**src/rtl/btn_debounce_sched.sv**
```systemverilog
// Four-button debouncer sharing one qualification counter.
// Each raw button is synchronized, then a small scheduler grants the shared
// counter to one button at a time (round-robin). A button's debounced level
// only changes after its synchronized level has differed from the debounced
// level for DEBOUNCE_CYCLES consecutive cycles. Presses (0->1) produce a
// single-cycle click pulse; releases update the level silently.
module btn_debounce_sched #(
    parameter int DEBOUNCE_CYCLES = 1000000
) (
    input  logic       clk,
    input  logic       rst,
    input  logic       btnU,
    input  logic       btnD,
    input  logic       btnL,
    input  logic       btnR,
    output logic [3:0] click,
    output logic [3:0] stable,
    output logic       busy,
    output logic [1:0] grant
);

    typedef enum logic [1:0] {
        IDLE   = 2'd0,
        COUNT  = 2'd1,
        COMMIT = 2'd2
    } state_t;

    // Terminal count of the shared counter; the counter never goes past it.
    localparam logic [19:0] TERM = 20'(DEBOUNCE_CYCLES - 1);

    state_t      state;
    state_t      state_next;
    logic [3:0]  sync_meta;
    logic [3:0]  s;
    logic [19:0] counter;
    logic [1:0]  rr_ptr;

    logic [3:0]  cand;
    logic        cand_any;
    logic [7:0]  cand2;
    logic [3:0]  rot;
    logic [1:0]  offset;
    logic [1:0]  cand_idx;
    logic        mismatch;

    // Two-flop synchronizer for the raw buttons (index 0..3 = U, D, L, R).
    always_ff @(posedge clk) begin
        // NOTE: non-blocking assignments keep the two flops a true pipeline.
        if (rst) begin
            sync_meta <= '0;
            s         <= '0;
        end else begin
            sync_meta <= {btnR, btnL, btnD, btnU};
            s         <= sync_meta;
        end
    end

    // Round-robin pick: first index at or after rr_ptr whose level differs.
    always_comb begin
        cand     = s ^ stable;
        cand_any = |cand;
        cand2    = {cand, cand};
        rot      = cand2[rr_ptr +: 4];
        if (rot[0])      offset = 2'd0;
        else if (rot[1]) offset = 2'd1;
        else if (rot[2]) offset = 2'd2;
        else             offset = 2'd3;
        cand_idx = rr_ptr + offset;
        mismatch = s[grant] != stable[grant];
    end

    // State register.
    always_ff @(posedge clk) begin
        if (rst) state <= IDLE;
        else     state <= state_next;
    end

    // Next-state logic for the counter scheduler.
    always_comb begin
        // NOTE: default first so no path leaves state_next unassigned (no latch).
        state_next = state;
        case (state)
            IDLE:    if (cand_any) state_next = COUNT;
            COUNT: begin
                if (!mismatch)           state_next = IDLE;
                else if (counter == TERM) state_next = COMMIT;
            end
            COMMIT:  state_next = IDLE;
            default: state_next = IDLE;
        endcase
    end

    // Datapath: grant, shared counter, round-robin pointer, levels and clicks.
    always_ff @(posedge clk) begin
        if (rst) begin
            grant   <= 2'b00;
            counter <= '0;
            rr_ptr  <= 2'b00;
            stable  <= 4'b0000;
            click   <= 4'b0000;
        end else begin
            click <= 4'b0000;
            case (state)
                IDLE: begin
                    if (cand_any) begin
                        grant   <= cand_idx;
                        counter <= '0;
                    end
                end
                COUNT: begin
                    if (!mismatch) begin
                        // Bounce: give the other buttons the next turn.
                        rr_ptr <= grant + 2'd1;
                    end else if (counter != TERM) begin
                        counter <= counter + 20'd1;
                    end
                end
                COMMIT: begin
                    stable[grant] <= ~stable[grant];
                    click[grant]  <= ~stable[grant];
                    rr_ptr        <= grant + 2'd1;
                end
                default: ;
            endcase
        end
    end

    assign busy = (state != IDLE);

endmodule
```
**config.mk**
```make
export PLATFORM = sky130hd
export DESIGN_NAME = btn_debounce_sched
export DESIGN_NICKNAME = d
export VERILOG_FILES = /design/src/rtl/btn_debounce_sched.sv
export SDC_FILE = /design/constraint.sdc
export NUM_CORES = 1
export LEC_CHECK = 0
export ABC_AREA = 1
export CAP_MARGIN = 20
export CORE_UTILIZATION = 58
export DETAILED_ROUTE_END_ITERATION = 8
export PLACE_DENSITY = 0.79
export SLEW_MARGIN = 10
export SYNTH_ARGS = -nofsm -noshare
export SYNTH_HDL_FRONTEND = slang
export SYNTH_SLANG_ARGS = --single-unit
```
**constraint.sdc**
```tcl
create_clock -name clk -period 2.1 [get_ports clk]
set_input_delay 0.42 -clock clk [delete_from_list [all_inputs] [get_ports clk]]
set_output_delay 0.42 -clock clk [all_outputs]
set_load 0.01 [all_outputs]
```
==> impl_metrics.json, run 1 <==
{
  "status": "finished, final reports clean",
  "drive_gt1_share_pct": 11.55,
  "fmax_mhz": 522.3,
  "p_leak_nw": 0.9892,
  "synth_ff_type": "dfxtp_1",
  "gp_congestion": 0.9861,
  "via_per_inst": 5.292,
  "synth_edf_count": 0,
  "ys_ff_latch": 42,
  "setup_tns_ns": 0,
  "synth_fp_nets": 373,
  "num_vias": 2281,
  "synth_top_area_cell": "dfxtp_1",
  "fp-row-count": 23,
  "finalSetupViolations": 0,
  "postSynthCellCount": 361,
  "peakVddDrop_v": 0.0004616,
  "final_core_util_pct": 67.81,
  "synth.distinct_cells": 31,
  "hpwl_um": 3797,
  "timing.reg2reg.setup_slack_ns": 0.19,
  "gr-total-overflow": 0,
  "cp_top_family": "simple AND/OR/NAND/NOR gates",
  "power_density_mw_per_mm2": 676.8,
  "reg2regPathDepth": 9,
  "grt_pass1_wl_um": 8680,
  "crit_chain": "inv_2 -> nand2_1 -> nand3_1 -> nand2_1 -> nand3_1 -> nand3_2 -> nand2_4 -> o21ai_0 -> nor2_1",
  "yosysSeqAreaShare_pct": 34.78,
  "dr.pass1.iters": 4,
  "drc_errors": 0,
  "synthTopCellsByCount": "96 x nand2_1, 66 x nor2_1, 42 x dfxtp_1",
  "cts_buffer_depth": 2,
  "grt_usage_pct": 25.77,
  "r2r_start": "grant[0]",
  "clk_latency_ns": 0.30,
  "startpoint": "grant[0]",
  "reg2reg_to": "counter[0]",
  "postCtsSetupRepairBufs": 0,
  "worstSetupPathType": "reg2reg",
  "nFillCells": 350,
  "slew_violations": 0,
  "endpoint_kind": "flop",
  "final_nets": 392,
  "crit_path_end": "counter[0]",
  "cp_num_buf_inv": 1,
  "synth.area.top_cells": "dfxtp_1 35%, nand2_1 15%, nor2_1 10%",
  "slowest_delay_ns": 0.53,
  "totalWireLength_um": 5139,
  "worst_path_max_delay_cell": "dfxtp_1",
  "period_minus_slack_ns": 1.914,
  "async_flop_share_pct": 0,
  "synth_warnings": 0,
  "cts_buffers": 5,
  "core_area_mm2": 0.004000,
  "cts_root_buf": "clkbuf_8",
  "hold_path.class": "reg2reg",
  "final_hold_viol_count": 0,
  "grt_max_degree": 31,
  "critical_path.startpoint_type": "flop",
  "postSynthAreaPerCell_um2": 6.696,
  "area_growth_pct": 12.22,
  "syn_area_mm2": 0.002417,
  "relSlewSlack_pct": 72.81,
  "finalClockSkew_ns": 0.002996,
  "synth_top_area_share_pct": 34.78,
  "arrival_ns": 2.11,
  "cts_hold_buf": 0,
  "die-height_um": 66.56,
  "cp_max_fo": 21,
  "htreeDepth": 2,
  "grt_pass1_vias": 1994,
  "cap_violations": 0,
  "dr.first_iter.drc_count": 201,
  "rsz0062_at_grt": "false",
  "critPathRequiredTime_ns": 2.29,
  "insertedDiodeCount": 0,
  "cts_tree": "yes",
  "ant_nets": 0,
  "port_buffers": 16,
  "power_mw": 1.836,
  "ioPinCount": 17,
  "cts.sinks": 42,
  "start_util_pct": 60.43,
  "finalCritPeriodShare_pct": 91.16,
  "tightestPinTransition_ns": 0.4064,
  "die_w_um": 66.56,
  "grt_antenna_before_repair": 0,
  "die_area_mm2": 0.004430,
  "yosysMostFrequentCell": "nand2_1",
  "clkTransAtPathRegs_ns": 0.09,
  "dp.cells": 423,
  "cp.depth": 9,
  "wl_per_cell_um": 11.92,
  "cts_resized": 0,
  "fin_cells": 431
}
[worst min-delay path by stage]
| stage | cells after the start | slack, ns | end | from |
|---|---|---|---|---|
| 3_5_place_dp | 2 | 0.40 | s[3] | sync_meta[3] |
| 4_1_cts | 2 | 0.41 | s[3] | sync_meta[3] |
| 6_report | 2 | 0.41 | s[2] | sync_meta[2] |
| 3_3_place_gp | 2 | 0.39 | s[3] | sync_meta[3] |
| 2_1_floorplan | 2 | 0.39 | s[0] | sync_meta[0] |
| 5_1_grt | 2 | 0.43 | s[3] | sync_meta[3] |
[sequential cells by signal, summed over array words and instances (netlist names)]
name / flops
counter: 20
rr_ptr: 2
click: 4
state: 2
stable: 4
s: 4
grant: 2
sync_meta: 4
[worst min-delay path, stage by stage (launching register included)]
cell and delay, ns:
dfxtp_1 0.30, inv_1 0.04, nor2_1 0.03
[cell families (layout without fill, tap and decap cells)]
logic type               after synthesis  count (layout)  synth area share (%)
AND/OR/NAND/NOR                      218             218                 38.82
XOR/XNOR                              15              15                 5.435
flip-flops                            42              42                 34.78
adder cells (fa/ha/maj)                6               6                 3.106
AO/OA/AOI/OAI                         38              38                 10.46
buffers and inverters                 42              62                 7.401
[where the power goes]
part	internal [mW]	switching (mW)
logic	0.139	0.289
clock network	0.240	0.299
registers	0.827	0.0413
[routing by layer]
| layer | GRT usage, % | vias to the layer above | share of wire, % |
|---|---|---|---|
| li1 | - | 1184 | - |
| met1 | 35.39 | 1017 | 48 |
| met2 | 40.40 | 73 | 45 |
| met3 | 5.137 | 7 | 6.3 |
| met4 | 7.447 | 0 | 1.1 |
| met5 | 0 | - | 0 |
[stage by stage]
stage | worst slack (ns) | hold slack [ns] | area (um2)
6_report | 0.1855 | 0.4126 | 2713
3_5_place_dp | 0.2252 | 0.3989 | 2619
3_3_place_gp | 0.3182 | 0.3885 | 2619
2_1_floorplan | 0.5096 | 0.3883 | 2417
4_1_cts | 0.2080 | 0.4111 | 2713
5_1_grt | 0.0002500 | 0.4293 | 2713
[cell usage in the layout (no fill, tap or decap), types with 2 or more instances in the layout]
cell and instances:
a21oi_1 14, a21oi_2 10, a31o_2 4, buf_4 4, clkbuf_8 5, clkdlybuf4s50_1 16
dfxtp_1 42, ha_1 6, inv_1 32, nand2_1 96, nand2_2 13, nand3_1 30
nand3b_1 2, nand4_1 5, nor2_1 66, o21ai_0 6, o21bai_1 2, xnor2_1 5
xor2_1 10
[final cells by class]
cell class	count	area (um2)	share of cell area, %
tap	50	62.56	2.306
clock inverter	3	25.02	0.9225
timing repair buffer	20	190.2	7.011
multi-input combinational	277	1398	51.52
sequential	42	840.8	31.00
inverter	34	127.6	4.705
clock buffer	5	68.82	2.537
No activity file was read; power rests on OpenSTA's default activity.
==> run 2: changes to the inputs <==
Settings changed: SETUP_SLACK_MARGIN set to 0.5.
==> run 2 against run 1 <==
- wire length up 40%
- critical path type unchanged
- clock power up 2%
- sequential power up 1%
- largest cell class unchanged
- power up 18%
- setup slack better by 0.21 ns
- clock skew up 0.0029 ns
- cell count up 4.6%
- first-iteration DRC count up 99%
==> impl_metrics.json, run 2 (synthesis gave the netlist of run 1 again) <==
{
  "critical_path.startpoint_type": "flop",
  "htreeDepth": 2,
  "dr.first_iter.drc_count": 400,
  "clk_latency_ns": 0.30,
  "grt_antenna_before_repair": 0,
  "min_path_cells": 2,
  "period_minus_slack_ns": 1.701,
  "top_register": "counter",
  "drive_gt1_share_pct": 34.41,
  "finalClockSkew_ns": 0.005850,
  "finalCritPeriodShare_pct": 80.99,
  "grt_pass1_wl_um": 9390,
  "worstSetupPathType": "reg2reg",
  "cp_top_family": "simple AND/OR/NAND/NOR gates",
  "p_leak_nw": 1.163,
  "largest_register_ffs": 20,
  "start_util_pct": 60.43,
  "dr.pass1.iters": 6,
  "power_mw": 2.164,
  "arrival_ns": 1.93,
  "die-height_um": 66.56,
  "grt_usage_pct": 27.92,
  "clkTransAtPathRegs_ns": 0.09,
  "cts_root_buf": "clkbuf_8",
  "dp_slack_ns": 0.2252,
  "timing.reg2reg.setup_slack_ns": 0.40,
  "die_w_um": 66.56,
  "power_density_mw_per_mm2": 688.1,
  "final_common_cell": "nand2_1",
  "min_from": "sync_meta[3]",
  "reg2regPathDepth": 7,
  "cp_max_fo": 4,
  "totalWireLength_um": 7218,
  "setup_slack_ns": 0.3993,
  "min_delay_worst_endpoint": "s[3]",
  "fmax_mhz": 588.0,
  "hpwl_um": 3797,
  "layout_common_cells": "83 x nand2_1, 53 x nor2_1, 26 x inv_1",
  "setup_tns_ns": 0,
  "reg2reg_to": "counter[15]",
  "gp_congestion": 0.9861,
  "cp_num_buf_inv": 0,
  "ioPinCount": 17,
  "power.share.sequential_pct": 40.5,
  "drc_errors": 0,
  "swShare_pct": 38.15,
  "wl_per_cell_um": 16.00,
  "r2r_start": "counter[4]",
  "slew_violations": 0,
  "p_int_mw": 1.339,
  "hold_path.class": "reg2reg",
  "gr-total-overflow": 0,
  "cap_violations": 0,
  "worst_path_max_delay_cell": "dfxtp_2",
  "num_vias": 2692,
  "tightestPinTransition_ns": 0.4319,
  "final_nets": 412,
  "die_area_mm2": 0.004430,
  "power_frac_clock_pct": 25.4,
  "final_hold_viol_count": 0,
  "ant_nets": 0,
  "grt_pass1_vias": 2118,
  "cts_tree": "yes",
  "peakVddDrop_v": 0.0004932,
  "rsz0062_at_grt": "true",
  "p_comb_share_pct": 34.1,
  "critPathRequiredTime_ns": 2.33,
  "cts_buffer_depth": 2,
  "fp-row-count": 23,
  "switchingPower_uw": 825.7,
  "core_area_mm2": 0.004000,
  "endpoint_kind": "flop",
  "via_per_inst": 5.969,
  "grt_max_degree": 31,
  "port_buffers": 16,
  "cts_buffers": 5,
  "area_growth_pct": 30.12,
  "slowest_delay_ns": 0.38,
  "crit_chain": "nand2_1 -> nor2_1 -> nand2_1 -> nor2_1 -> xor2_1 -> nand4_1 -> a21oi_2",
  "insertedDiodeCount": 0,
  "finalSetupViolations": 0,
  "cts.sinks": 42,
  "status": "finished, final reports clean",
  "relSlewSlack_pct": 71.10
}
[run 2: cell count changes in the layout (fill, tap and decap cells not counted), moves of 7 or more]
| cell | previous run | this run |
|---|---|---|
| dfxtp_1 | 42 | 16 |
| buf_4 | 4 | 19 |
| clkdlybuf4s50_1 | 16 | 9 |
| nor2_2 | 0 | 9 |
| dfxtp_2 | 0 | 20 |
| nand2_2 | 13 | 22 |
| nand3_1 | 30 | 22 |
| nor2_1 | 66 | 53 |
| nand2_1 | 96 | 83 |
| dlygate4sd2_1 | 0 | 7 |
| inv_2 | 1 | 8 |
[run 2: what timing repair did]
item | 4_1_cts | 5_1_grt
pin swaps | 3 | 20
hold buffers | 0 | 0
setup endpoints to repair | 32 | 26
gates resized for setup | 35 | 76
setup buffers | 2 | 14
gates cloned | 2 | 2
[run 2: cell type report]
class	instances	area, um2
sequential	42	888.4
timing repair buffer	37	316.6
tap	50	62.56
inverter	34	127.6
clock buffer	5	68.82
fill	254	854.6
multi-input combinational	280	1657
clock inverter	3	25.02
[run 2: power groups by stage]
stage | combinational (mW) | clock (mW) | sequential, mW
after floorplan | 0.338 | 0 | 0.881
after global placement | 0.421 | 0 | 0.884
after detailed placement | 0.429 | 0 | 0.886
after CTS | 0.499 | 0.549 | 0.873
after global routing | 0.786 | 0.587 | 0.881
final | 0.738 | 0.550 | 0.877
[run 2: worst max-delay path by stage]
stage	start	endpoint	cells past startpoint
3_3_place_gp	stable[1]	grant[0]	9
2_1_floorplan	stable[0]	grant[0]	10
4_1_cts	grant[0]	counter[0]	9
5_1_grt	counter[4]	counter[15]	10
6_report	counter[4]	counter[15]	7
3_5_place_dp	grant[0]	counter[0]	9
[run 2: tightest hold or removal path, delay by kind of cell (launching register included)]
kind / cells / cell delay, ns
AND/OR/NAND/NOR: 1 / 0.03
buffers and inverters: 1 / 0.04
flip-flops: 1 / 0.31
[run 2: through the flow]
stage               cell area (um2)  hold slack [ns]  util (%)  instances
global placement               2619           0.3885     65.47        423
detailed placement             2619           0.3989     65.47        423
floorplan                      2417           0.3883         -        361
global route                   3146           0.4211     78.64        451
CTS                            2806           0.4039     70.16        435
finish                         3146           0.4036     78.64        451
[run 2: routing by layer]
| layer | routed length (um) | global-route usage [%] | up-vias |
|---|---|---|---|
| met5 | 0 | 0 | - |
| met4 | 329 | 9.574 | 0 |
| met3 | 642 | 6.507 | 59 |
| met2 | 3340 | 43.56 | 194 |
| met1 | 2905 | 37.33 | 1213 |
| li1 | - | - | 1226 |
==> run 3: changes to the inputs <==
Settings changed: CORE_UTILIZATION 58 to 53, PLACE_DENSITY 0.79 to 0.76.
Clock period 2.1 ns to 1.4 ns, I/O delays scaled along.
==> run 3 against run 2 <==
- the run now ends with setup timing left
- design area up 29%
- non-clock buffer count up 59
- setup slack worse by 0.85 ns
- fmax fell by 8.2%
- first-iteration DRC count increased by 43%
- core utilization increased by 15 points
- critical path depth is 2 higher
- hold slack better by 0.018 ns
- critical path type unchanged
- largest cell class unchanged
==> impl_metrics.json, run 3 (synthesis gave the netlist of run 1 again) <==
{
  "status": "finished with violations",
  "violations": "setup timing",
  "drive_gt1_share_pct": 54.70,
  "fmax_mhz": 539.8,
  "drc_errors": 0,
  "power_mw": 3.985,
  "rsz0062_at_grt": "true",
  "htreeDepth": 2,
  "finalSetupViolations": 30,
  "finalCritPeriodShare_pct": 132.3,
  "via_per_inst": 6.627,
  "core_area_mm2": 0.004354,
  "crit_chain": "buf_4 -> nand2_2 -> nor2_4 -> nand2_2 -> buf_4 -> xor2_1 -> nor2_1 -> nand3_1 -> a21oi_2",
  "grt_antenna_before_repair": 0,
  "cts.sinks": 42,
  "fin_cells": 509,
  "arrival_ns": 2.10,
  "reg2regPathDepth": 9,
  "dp.cells": 479,
  "cts_buffer_depth": 2,
  "totalWireLength_um": 12510,
  "setup_slack_ns": -0.4526,
  "grt_max_degree": 17,
  "area_growth_pct": 67.81,
  "cts_tree": "yes",
  "final_hold_viol_count": 0,
  "nFillCells": 151,
  "clkTransAtPathRegs_ns": 0.10,
  "critical_path.startpoint_type": "flop",
  "cts_hold_buf": 0,
  "peakVddDrop_v": 0.001085,
  "hold_path.class": "reg2reg",
  "finalClockSkew_ns": 0.01015,
  "gp_congestion": 0.9610,
  "worstSetupPathType": "reg2reg",
  "insertedDiodeCount": 0,
  "dp_slack_ns": -0.1312,
  "ioPinCount": 17,
  "endpoint_kind": "flop",
  "dr.pass1.iters": 5,
  "tightestPinTransition_ns": 0.2554,
  "grt_pass1_wl_um": 13700,
  "min_path_cells": 2,
  "slew_violations": 0,
  "die_area_mm2": 0.004835,
  "post_dp_cell_area_mm2": 0.003197,
  "dr.first_iter.drc_count": 573,
  "slowest_delay_ns": 0.37,
  "grt_usage_pct": 36.32,
  "final_nets": 468,
  "gr-total-overflow": 0,
  "final_core_util_pct": 93.16,
  "final_common_cell": "nand2_1",
  "num_vias": 3373,
  "cap_violations": 0,
  "port_buffers": 16,
  "die_w_um": 69.54,
  "worst_path_max_delay_cell": "dfxtp_2",
  "start_util_pct": 55.52,
  "die-height_um": 69.54,
  "relSlewSlack_pct": 82.85,
  "wl_per_cell_um": 24.58,
  "setup_tns_ns": -7.829,
  "cts_buffers": 5,
  "layout_common_cells": "59 x nand2_1, 56 x buf_4, 44 x nor2_1",
  "ant_nets": 0,
  "top_register": "counter",
  "fin_area_mm2": 0.004056,
  "period_minus_slack_ns": 1.853,
  "critPathRequiredTime_ns": 1.65,
  "hold_ws_ns": 0.4215,
  "cp_max_fo": 4,
  "power_density_mw_per_mm2": 982.4,
  "clk_latency_ns": 0.33,
  "hpwl_um": 4752,
  "p_leak_nw": 1.662,
  "largest_register_ffs": 20,
  "fp-row-count": 24,
  "grt_pass1_vias": 2723,
  "cts_root_buf": "clkbuf_8"
}
==> run 3: cell count changes in the layout (fill, tap and decap cells not counted), moves of 6 or more <==
cell / before / now
buf_6: 2 / 23
nand2_2: 22 / 34
buf_4: 19 / 56
dlygate4sd2_1: 7 / 1
a21oi_2: 12 / 18
dfxtp_2: 20 / 12
nor2_1: 53 / 44
a21oi_1: 12 / 6
nand2_1: 83 / 59
nor2_4: 5 / 12
nand2_4: 4 / 14
==> run 3: worst max-delay path: cells and delay by family, from the launching register on <==
family                 cells  cell delay (ns)
AO/OA/AOI/OAI              1             0.20
XOR/XNOR                   1             0.15
buffers and inverters      2             0.31
flip-flops                 1             0.37
AND/OR/NAND/NOR            5             0.75
==> run 3: routing by layer <==
metal,part of all wire (%),GRT usage (%)
met4,8.4,15.42
met3,13,6.105
met5,0,0
met1,35,49.32
met2,43,56.85
==> run 3: layout make-up <==
| class | instances | area [um2] | share of cell area [%] |
|---|---|---|---|
| clock buffers | 5 | 68.82 | 1.696 |
| clock inverters | 3 | 28.78 | 0.7094 |
| inverters | 34 | 138.9 | 3.424 |
| multi-input cells | 277 | 1899 | 46.82 |
| flip-flops and latches | 42 | 897.1 | 22.12 |
| well taps | 52 | 65.06 | 1.604 |
| repair buffers | 96 | 958.4 | 23.63 |
==> run 3: path summary, 6_finish.rpt <==
kind	from	slack, ns	end
setup / recovery	counter[6]	-0.45	counter[7]
hold / removal	sync_meta[2]	0.42	s[2]
setup reg to reg	counter[6]	-0.45	counter[7]
hold reg to reg	sync_meta[2]	0.42	s[2]
==> run 3: repair_timing <==
item | in CTS | in global routing
setup buffers | 12 | 5
resized for setup | 113 | 86
pin swaps | 9 | 26
endpoints found under the setup margin | 47 | 45
gates cloned | 3 | 2
==> run 3: where the power goes <==
group | internal (mW) | switching, mW | total (mW)
clock | 0.374 | 0.542 | 0.916
combinational | 0.757 | 0.992 | 1.75
sequential | 1.24 | 0.0811 | 1.32
total | 2.37 | 1.62 | 3.99
